### src/rtl/mem_word_master.sv
// mem_word_master: turns one byte/halfword/word request into a sequence of
// single-byte accesses on a byte-wide RAM port, assembling read data
// little-endian. Optional busy-wait timeout is compiled in with MEM_TIMEOUT_EN.
module mem_word_master #(
    parameter int ADDRESS_WIDTH  = 32,
    parameter int BUS_WIDTH      = 8,
    parameter int TIMEOUT_CYCLES = 64
) (
    input  logic                     clk,
    input  logic                     reset,
    input  logic                     req,
    input  logic                     reqWrite,
    input  logic [1:0]               reqSize,
    input  logic [ADDRESS_WIDTH-1:0] reqAddr,
    input  logic [31:0]              reqData,
    output logic                     ready,
    output logic                     done,
    output logic [31:0]              rdata,
    output logic                     error,
    output logic [ADDRESS_WIDTH-1:0] ramAddr,
    output logic [BUS_WIDTH-1:0]     ramDataOut,
    output logic                     ramWriteEnable,
    input  logic [BUS_WIDTH-1:0]     ramDataIn,
    input  logic                     ramBusy
);

    typedef enum logic [1:0] {IDLE, ISSUE, WAIT, DONE} state_t;

    state_t                   state_q, state_d;
    logic [ADDRESS_WIDTH-1:0] addr_q, addr_d;
    logic [31:0]              wdata_q, wdata_d;
    logic [1:0]               size_q, size_d;
    logic                     write_q, write_d;
    logic [1:0]               idx_q, idx_d;
    logic [31:0]              rdata_q, rdata_d;
    logic [ADDRESS_WIDTH-1:0] ram_addr_q, ram_addr_d;
    logic [BUS_WIDTH-1:0]     ram_dout_q, ram_dout_d;
    logic                     ram_we_q, ram_we_d;
    logic [1:0]               last_idx;
    logic [4:0]               lane_lsb;

`ifdef MEM_TIMEOUT_EN
    localparam int CNT_W = $clog2(TIMEOUT_CYCLES) + 1;
    logic [CNT_W-1:0]         cnt_q, cnt_d;
    logic                     error_q, error_d;
`endif

    // Index of the final byte: 0 for byte, 1 for halfword, 3 for word (size 2 or 3).
    assign last_idx = (size_q == 2'd0) ? 2'd0 : (size_q == 2'd1) ? 2'd1 : 2'd3;
    assign lane_lsb = {idx_q, 3'b000};

    // Next-state and datapath updates; everything holds unless a state acts on it.
    always_comb begin
        state_d    = state_q;
        addr_d     = addr_q;
        wdata_d    = wdata_q;
        size_d     = size_q;
        write_d    = write_q;
        idx_d      = idx_q;
        rdata_d    = rdata_q;
        ram_addr_d = ram_addr_q;
        ram_dout_d = ram_dout_q;
        ram_we_d   = ram_we_q;
`ifdef MEM_TIMEOUT_EN
        cnt_d      = cnt_q;
        error_d    = error_q;
`endif
        case (state_q)
            IDLE: begin
                if (req) begin
                    addr_d  = reqAddr;
                    wdata_d = reqData;
                    size_d  = reqSize;
                    write_d = reqWrite;
                    idx_d   = 2'd0;
                    if (!reqWrite) rdata_d = 32'h0;
`ifdef MEM_TIMEOUT_EN
                    error_d = 1'b0;
`endif
                    state_d = ISSUE;
                end
            end
            ISSUE: begin
                // Address arithmetic wraps naturally at the top of the space.
                ram_addr_d = addr_q + ADDRESS_WIDTH'(idx_q);
                ram_dout_d = wdata_q[lane_lsb +: 8];
                ram_we_d   = write_q;
`ifdef MEM_TIMEOUT_EN
                cnt_d      = '0;
`endif
                state_d    = WAIT;
            end
            WAIT: begin
                if (ramBusy) begin
`ifdef MEM_TIMEOUT_EN
                    if (cnt_q == CNT_W'(TIMEOUT_CYCLES - 1)) begin
                        error_d = 1'b1;
                        rdata_d = 32'h0;
                        state_d = DONE;
                    end else begin
                        cnt_d = cnt_q + 1'b1;
                    end
`endif
                end else begin
                    if (!write_q) rdata_d[lane_lsb +: 8] = ramDataIn;
                    if (idx_q == last_idx) begin
                        state_d = DONE;
                    end else begin
                        idx_d   = idx_q + 2'd1;
                        state_d = ISSUE;
                    end
                end
            end
            DONE: begin
                ram_we_d = 1'b0;
                state_d  = IDLE;
            end
            default: state_d = IDLE;
        endcase
    end

    // State and datapath registers; reset aborts any transfer immediately.
    always_ff @(posedge clk or posedge reset) begin
        if (reset) begin
            state_q    <= IDLE;
            addr_q     <= '0;
            wdata_q    <= '0;
            size_q     <= '0;
            write_q    <= 1'b0;
            idx_q      <= '0;
            rdata_q    <= '0;
            ram_addr_q <= '0;
            ram_dout_q <= '0;
            ram_we_q   <= 1'b0;
        end else begin
            state_q    <= state_d;
            addr_q     <= addr_d;
            wdata_q    <= wdata_d;
            size_q     <= size_d;
            write_q    <= write_d;
            idx_q      <= idx_d;
            rdata_q    <= rdata_d;
            ram_addr_q <= ram_addr_d;
            ram_dout_q <= ram_dout_d;
            ram_we_q   <= ram_we_d;
        end
    end

`ifdef MEM_TIMEOUT_EN
    // Busy-wait counter and sticky timeout flag.
    always_ff @(posedge clk or posedge reset) begin
        if (reset) begin
            cnt_q   <= '0;
            error_q <= 1'b0;
        end else begin
            cnt_q   <= cnt_d;
            error_q <= error_d;
        end
    end
    assign error = error_q;
`else
    assign error = 1'b0;
`endif

    assign ready          = (state_q == IDLE);
    assign done           = (state_q == DONE);
    assign rdata          = rdata_q;
    assign ramAddr        = ram_addr_q;
    assign ramDataOut     = ram_dout_q;
    assign ramWriteEnable = ram_we_q;

endmodule
### config.mk
export PLATFORM = sky130hd
export DESIGN_NAME = mem_word_master
export DESIGN_NICKNAME = d
export VERILOG_FILES = /design/src/rtl/mem_word_master.sv
export SDC_FILE = /design/constraint.sdc
export NUM_CORES = 1
export LEC_CHECK = 0
export BUFFER_PORTS_ARGS = -buffer_cell sky130_fd_sc_hd__buf_2
export CAP_MARGIN = 10
export CELL_PAD_IN_SITES_DETAIL_PLACEMENT = 2
export CELL_PAD_IN_SITES_GLOBAL_PLACEMENT = 2
export CORE_ASPECT_RATIO = 0.6
export CORE_MARGIN = 4
export CORE_UTILIZATION = 38
export CTS_BUF_LIST = sky130_fd_sc_hd__clkbuf_4
export CTS_CLUSTER_SIZE = 10
export DETAILED_ROUTE_END_ITERATION = 10
export GPL_TIMING_DRIVEN = 0
export PLACE_DENSITY_LB_ADDON = 0.1
export RECOVER_POWER = 50
export SYNTH_ARGS = -nofsm -noshare
export SYNTH_HDL_FRONTEND = slang
export SYNTH_SLANG_ARGS = --single-unit
### constraint.sdc
create_clock -name clk -period 7.8 [get_ports clk]
set_input_delay 0.39 -clock clk [delete_from_list [all_inputs] [get_ports clk]]
set_output_delay 0.39 -clock clk [all_outputs]
set_load 0.02 [all_outputs]
Yosys cells after proc, flatten, opt, wreduce, memory -nomap -nowiden
Index checks and enable logic that the tools add are counted.
{"block": "word_totals", "register_bits": 144, "input_bits": 79, "out_inout_bits": 76, "wordCells": 51}
{"block": "classes", "add_sub_neg": 3, "eq_ne": 10, "n_shift": 3, "n_mux": 17, "n_reduce_logical": 8}
{"op": "2-to-1 mux 32 bit", "n": 4}
{"op": "one-hot mux 32 bit (2 select lines)", "n": 1}
{"op": "adder 32 x 2 -> 32 bit", "n": 1}
{"op": "bitwise mux 32 bit", "n": 1}
{"op": "variable shift 8 x 7 -> 32 bit (first input constant)", "n": 1}
{"op": "indexed part select 32 x 6 -> 8 bit", "n": 1}
{"op": "indexed part select 8 x 7 -> 32 bit", "n": 1}
{"op": "2-to-1 mux 2 bit", "n": 8}
{"op": "inequality test 2 bit (second input constant)", "n": 5}
{"op": "one-hot mux 2 bit (4 select lines)", "n": 1}
{"op": "negation 5 -> 7 bit", "n": 1}
{"op": "AND reduction 5 bit", "n": 1}
{"op": "equality test 2 x 1 -> 1 bit (second input constant)", "n": 2}
{"op": "equality test 2 bit (second input constant)", "n": 2}
{"op": "logical NOT 2 bit", "n": 2}
{"op": "one-hot mux 2 bit (2 select lines)", "n": 1}
{"op": "AND reduction 2 bit", "n": 2}
{"op": "AND reduction 4 bit", "n": 1}
{"op": "nonzero test 2 bit", "n": 2}
{"op": "adder 2 x 1 -> 2 bit (second input constant)", "n": 1}
{"op": "equality test 2 bit", "n": 1}
{"op": "one-hot mux 1 bit (2 select lines)", "n": 1}

Depth between registers and ports, before layout
{"block": "depth", "word_depth": 7, "depth_mapped": 9, "mapped_depth_nobuf": 7}

Least setup slack after synthesis
OpenSTA, ideal clock, no wires.
{"block": "synth_path", "kind": "register to register", "start": "register idx_q[1]", "end": "register ram_addr_q[18] (netlist: ramAddr[18])", "setup_time_ns": 0.082, "arrival_ns": 2.803, "required_time_ns": 7.718, "setup_slack_ns": 4.915, "path_stages_with_launch": 9, "n_path_buf": 2, "period_less_slack_ns": 2.885, "path_cell_list": "dfrtp_1 clkbuf_1 inv_1 fa_1 nand2b_1 or4_1 buf_2 or4_1 a31oi_1"}
{"block": "synth_via", "elab_chain_cells": 1}
{"item": "start: declaration", "line_no": "34", "rtl": "logic [1:0] idx_q, idx_d;"}
{"item": "start signal: assignment", "line_no": "141", "rtl": "idx_q <= idx_d;"}
{"item": "adder 32 x 2 -> 32 bit", "line_no": "85", "rtl": "ram_addr_d = addr_q + ADDRESS_WIDTH'(idx_q);"}
{"item": "end signal: assignment", "line_no": "143", "rtl": "ram_addr_q <= ram_addr_d;"}
{"item": "end: declaration", "line_no": "36", "rtl": "logic [ADDRESS_WIDTH-1:0] ram_addr_q, ram_addr_d;"}
No other way between the ends.
A chain may end at the register's enable or synchronous reset.

Worst setup path after layout
{"block": "layout_path", "start": "register idx_q[1]", "end": "register ram_addr_q[30] (netlist: ramAddr[30])"}
The elaborated chain is that of the path after synthesis.

==> impl_metrics.toml <==
[sta]
slew_headroom_pct = -147.7
rsz0062_at_grt = "false"
setup_ws_ns = 4.100
period_needed_ns = 3.700
fin_crit_sh_pct = 47.43
finClkSkew_ns = 0.02558
finalSetupViolations = 0
worst_slew_pin_slew_ns = 3.695
fmax_ghz = 0.2703
setup_tns_ns = 0
slew_viol_final = 78
finalHoldViolations = 0

[final_layout]
fin_util_pct = 48.57
layout.nets = 861
final_common_cell = "dfrtp_1"
finish.instance_area_mm2 = 0.007985
layout_common_cells = "144 x dfrtp_1, 120 x buf_2, 105 x nand2_1"
layout-area-overhead-vs-synth_pct = 23.51
antenna_cells = 0
drive_gt1_share_pct = 29.22

[clock_network]
cts_tree = "built"
cts.sinks = 144
htree_levels = 4
cts.hold.buffers_added = 1
cts_resized = 0
root_buffer = "clkbuf_4"
insertion_delay_ns = 0.57
clkSlewWorstSetupHoldPaths_ns = 0.12
cts_made_buffers = 17
post_cts_buffers = 0
cts_buffer_depth = 2

[logic_synthesis]
synth_area_leaders = "dfrtp_1 56%, mux2_2 11%, nand2_1 6.1%, o21ai_0 3.3%, o31ai_1 3.1%"
synth_async_sr_flop_share_pct = 100.0
synth_top_area_share_pct = 55.74
syn_area_mm2 = 0.006465
syn-num-nets = 670
yosysWarnings = 0
synth_cell_types = 47
synth.avg_cell_area_um2 = 11.09
syn_inst = 583
synthFlopType = "dfrtp_1"
yosysTopAreaCell = "dfrtp_1"
synth_edf_count = 0
seq_area_frac_synth_pct = 55.74
yosys_register_bits = 144

[global_routing]
grt_pass1_vias = 6019
grt-ovfl-total = 0
grt_antenna_before_repair = 0
grt_usage_pct = 23.42
grt_max_degree = 79
grt_pass1_wl_mm = 34.33

[placed_design]
post-place-ws_ns = 3.979
gp_congestion = 0.8187
placed_cell_area_mm2 = 0.007548
place_hpwl_mm = 16.23
portBuffers = 153

[run_status]
violations = "capacitance limit, slew limit"
status = "complete, but fails checks"

[worst_setup_path]
max_stage_delay_ns = 0.53
cp-startpoint = "idx_q[1]$_DFFE_PP0P_"
cp_cell_sequence = "clkbuf_1 > inv_1 > fa_1 > nand2b_1 > or4_1 > buf_2 > buf_2 > o31ai_1 > a31oi_1"
crit_path_max_fanout = 10
start_kind = "flip-flop"
arrival_ns = 4.12
cp_common_cell = "buf_2"
crit_type = "reg -> reg"
regToRegStartpoint = "idx_q[1]$_DFFE_PP0P_"
slowest_stage = "fa_1"
required_ns = 8.22
end_kind = "flip-flop"

[drt]
firstDrtPassIters = 5
routedWlPerCell_um = 22.02
final_antenna_net_count = 0
first_iter_violations = 316
vias = 5440
drcViolationCount = 0
routed_via_density = 5.360
routed_wl_mm = 22.36

[power]
ir_drop_uv = 167.2
powerDensity_mw_per_mm2 = 387.6
p_total_uw = 3095
leakage_uw = 0.003469

[flow_run]
maxCapViolCount = 1

[floorplan]
initial_core_util_pct = 39.32
die_y_um = 109.0
die-area_mm2 = 0.01923
io_pins = 155
core-area_mm2 = 0.01644
die_w_um = 176.4
rows = 36

[worst_hold_path]
min_path_type = "in -> reg"
min_from = "reqAddr[21]"
[per-stage QoR]
stage / instances / hold WS [ns]
floorplan: 583 / 0.4752
global route: 1015 / 0.0006173
global placement: 964 / 0.4537
CTS: 998 / 0.01064
finish: 1015 / 0.03692
detailed placement: 965 / 0.4690
[state kept, by name, indices dropped and copies added (netlist names)]
signal and count:
ramAddr 32, state_q 2, idx_q 2, size_q 2, rdata 32, wdata_q 32
write_q 1, ramWriteEnable 1, addr_q 32, ramDataOut 8
[cell type report]
class	instances	area (µm²)
fill	1788	8456
sequential	144	3603
multi-input combinational	387	2659
timing repair buffer	172	929.6
tap	228	285.3
clock buffer	21	157.7
clock inverter	11	140.1
buffer	32	133.9
inverter	20	76.32
[critical path: cells and delay by family (launching register included)]
| family | cells | cell delay, ns |
|---|---|---|
| adders and majority gates | 1 | 0.53 |
| AOI/OAI and AO/OA | 2 | 0.47 |
| buffers and inverters | 4 | 1.28 |
| and+or+nand+nor | 2 | 0.76 |
| DFF | 1 | 0.51 |
[per-layer routing]
layer	wire [µm]	GRT usage [%]	vias to the layer above
li1	-	-	2458
met1	10780	33.96	2811
met2	10020	35.90	155
met3	1374	5.891	16
met4	182	5.132	0
met5	0	0	-
[report_power, final]
| group | total [µW] | switching [µW] | internal (µW) |
|---|---|---|---|
| logic | 1250 | 757 | 494 |
| clock network | 519 | 285 | 234 |
| registers | 1330 | 271 | 1050 |
[cells by family after synthesis]
logic type | synth area share, %
simple gates | 14.77
compound gates | 9.774
flops | 55.74
buf+inv | 3.232
mux | 13.41
other cells | 0.05801
xor+xnor | 1.355
fa+ha+maj | 1.664
[path summary, 6_finish.rpt]
kind | to | slack (ns) | cells past startpoint
worst max-delay path | ramAddr[30]$_DFFE_PP0P_ | 4.10 | 9
worst min-delay path | addr_q[21]$_DFFE_PP0P_ | 0.04 | 3
worst max register to register | ramAddr[30]$_DFFE_PP0P_ | 4.10 | 9
worst min register to register | ramDataOut[0]$_DFFE_PP0P_ | 0.49 | 2
max in group asynchronous | rdata[17]$_DFFE_PP0P_ | 4.69 | 3
min in group asynchronous | ramAddr[27]$_DFFE_PP0P_ | 1.47 | 3
[cells in the mapped netlist (all sizes together) (2+ instances only)]
library cell and number:
buf 6, inv 20, nor2b 2, xor2 4, nor4 4, nor3 2
and4 3, nand3 7, nand4 11, a21oi 4, nor2 26, o221ai 4
xnor2 6, o21ai 42, o31ai 27, and3 2, nor3b 4, nand2 105
or4b 2, or3 7, ha 7, mux2 61, a31oi 18, clkbuf 26
nand2b 5, dfrtp 144, or4 13, mux4 8
Power figures use the tool's default switching activity.
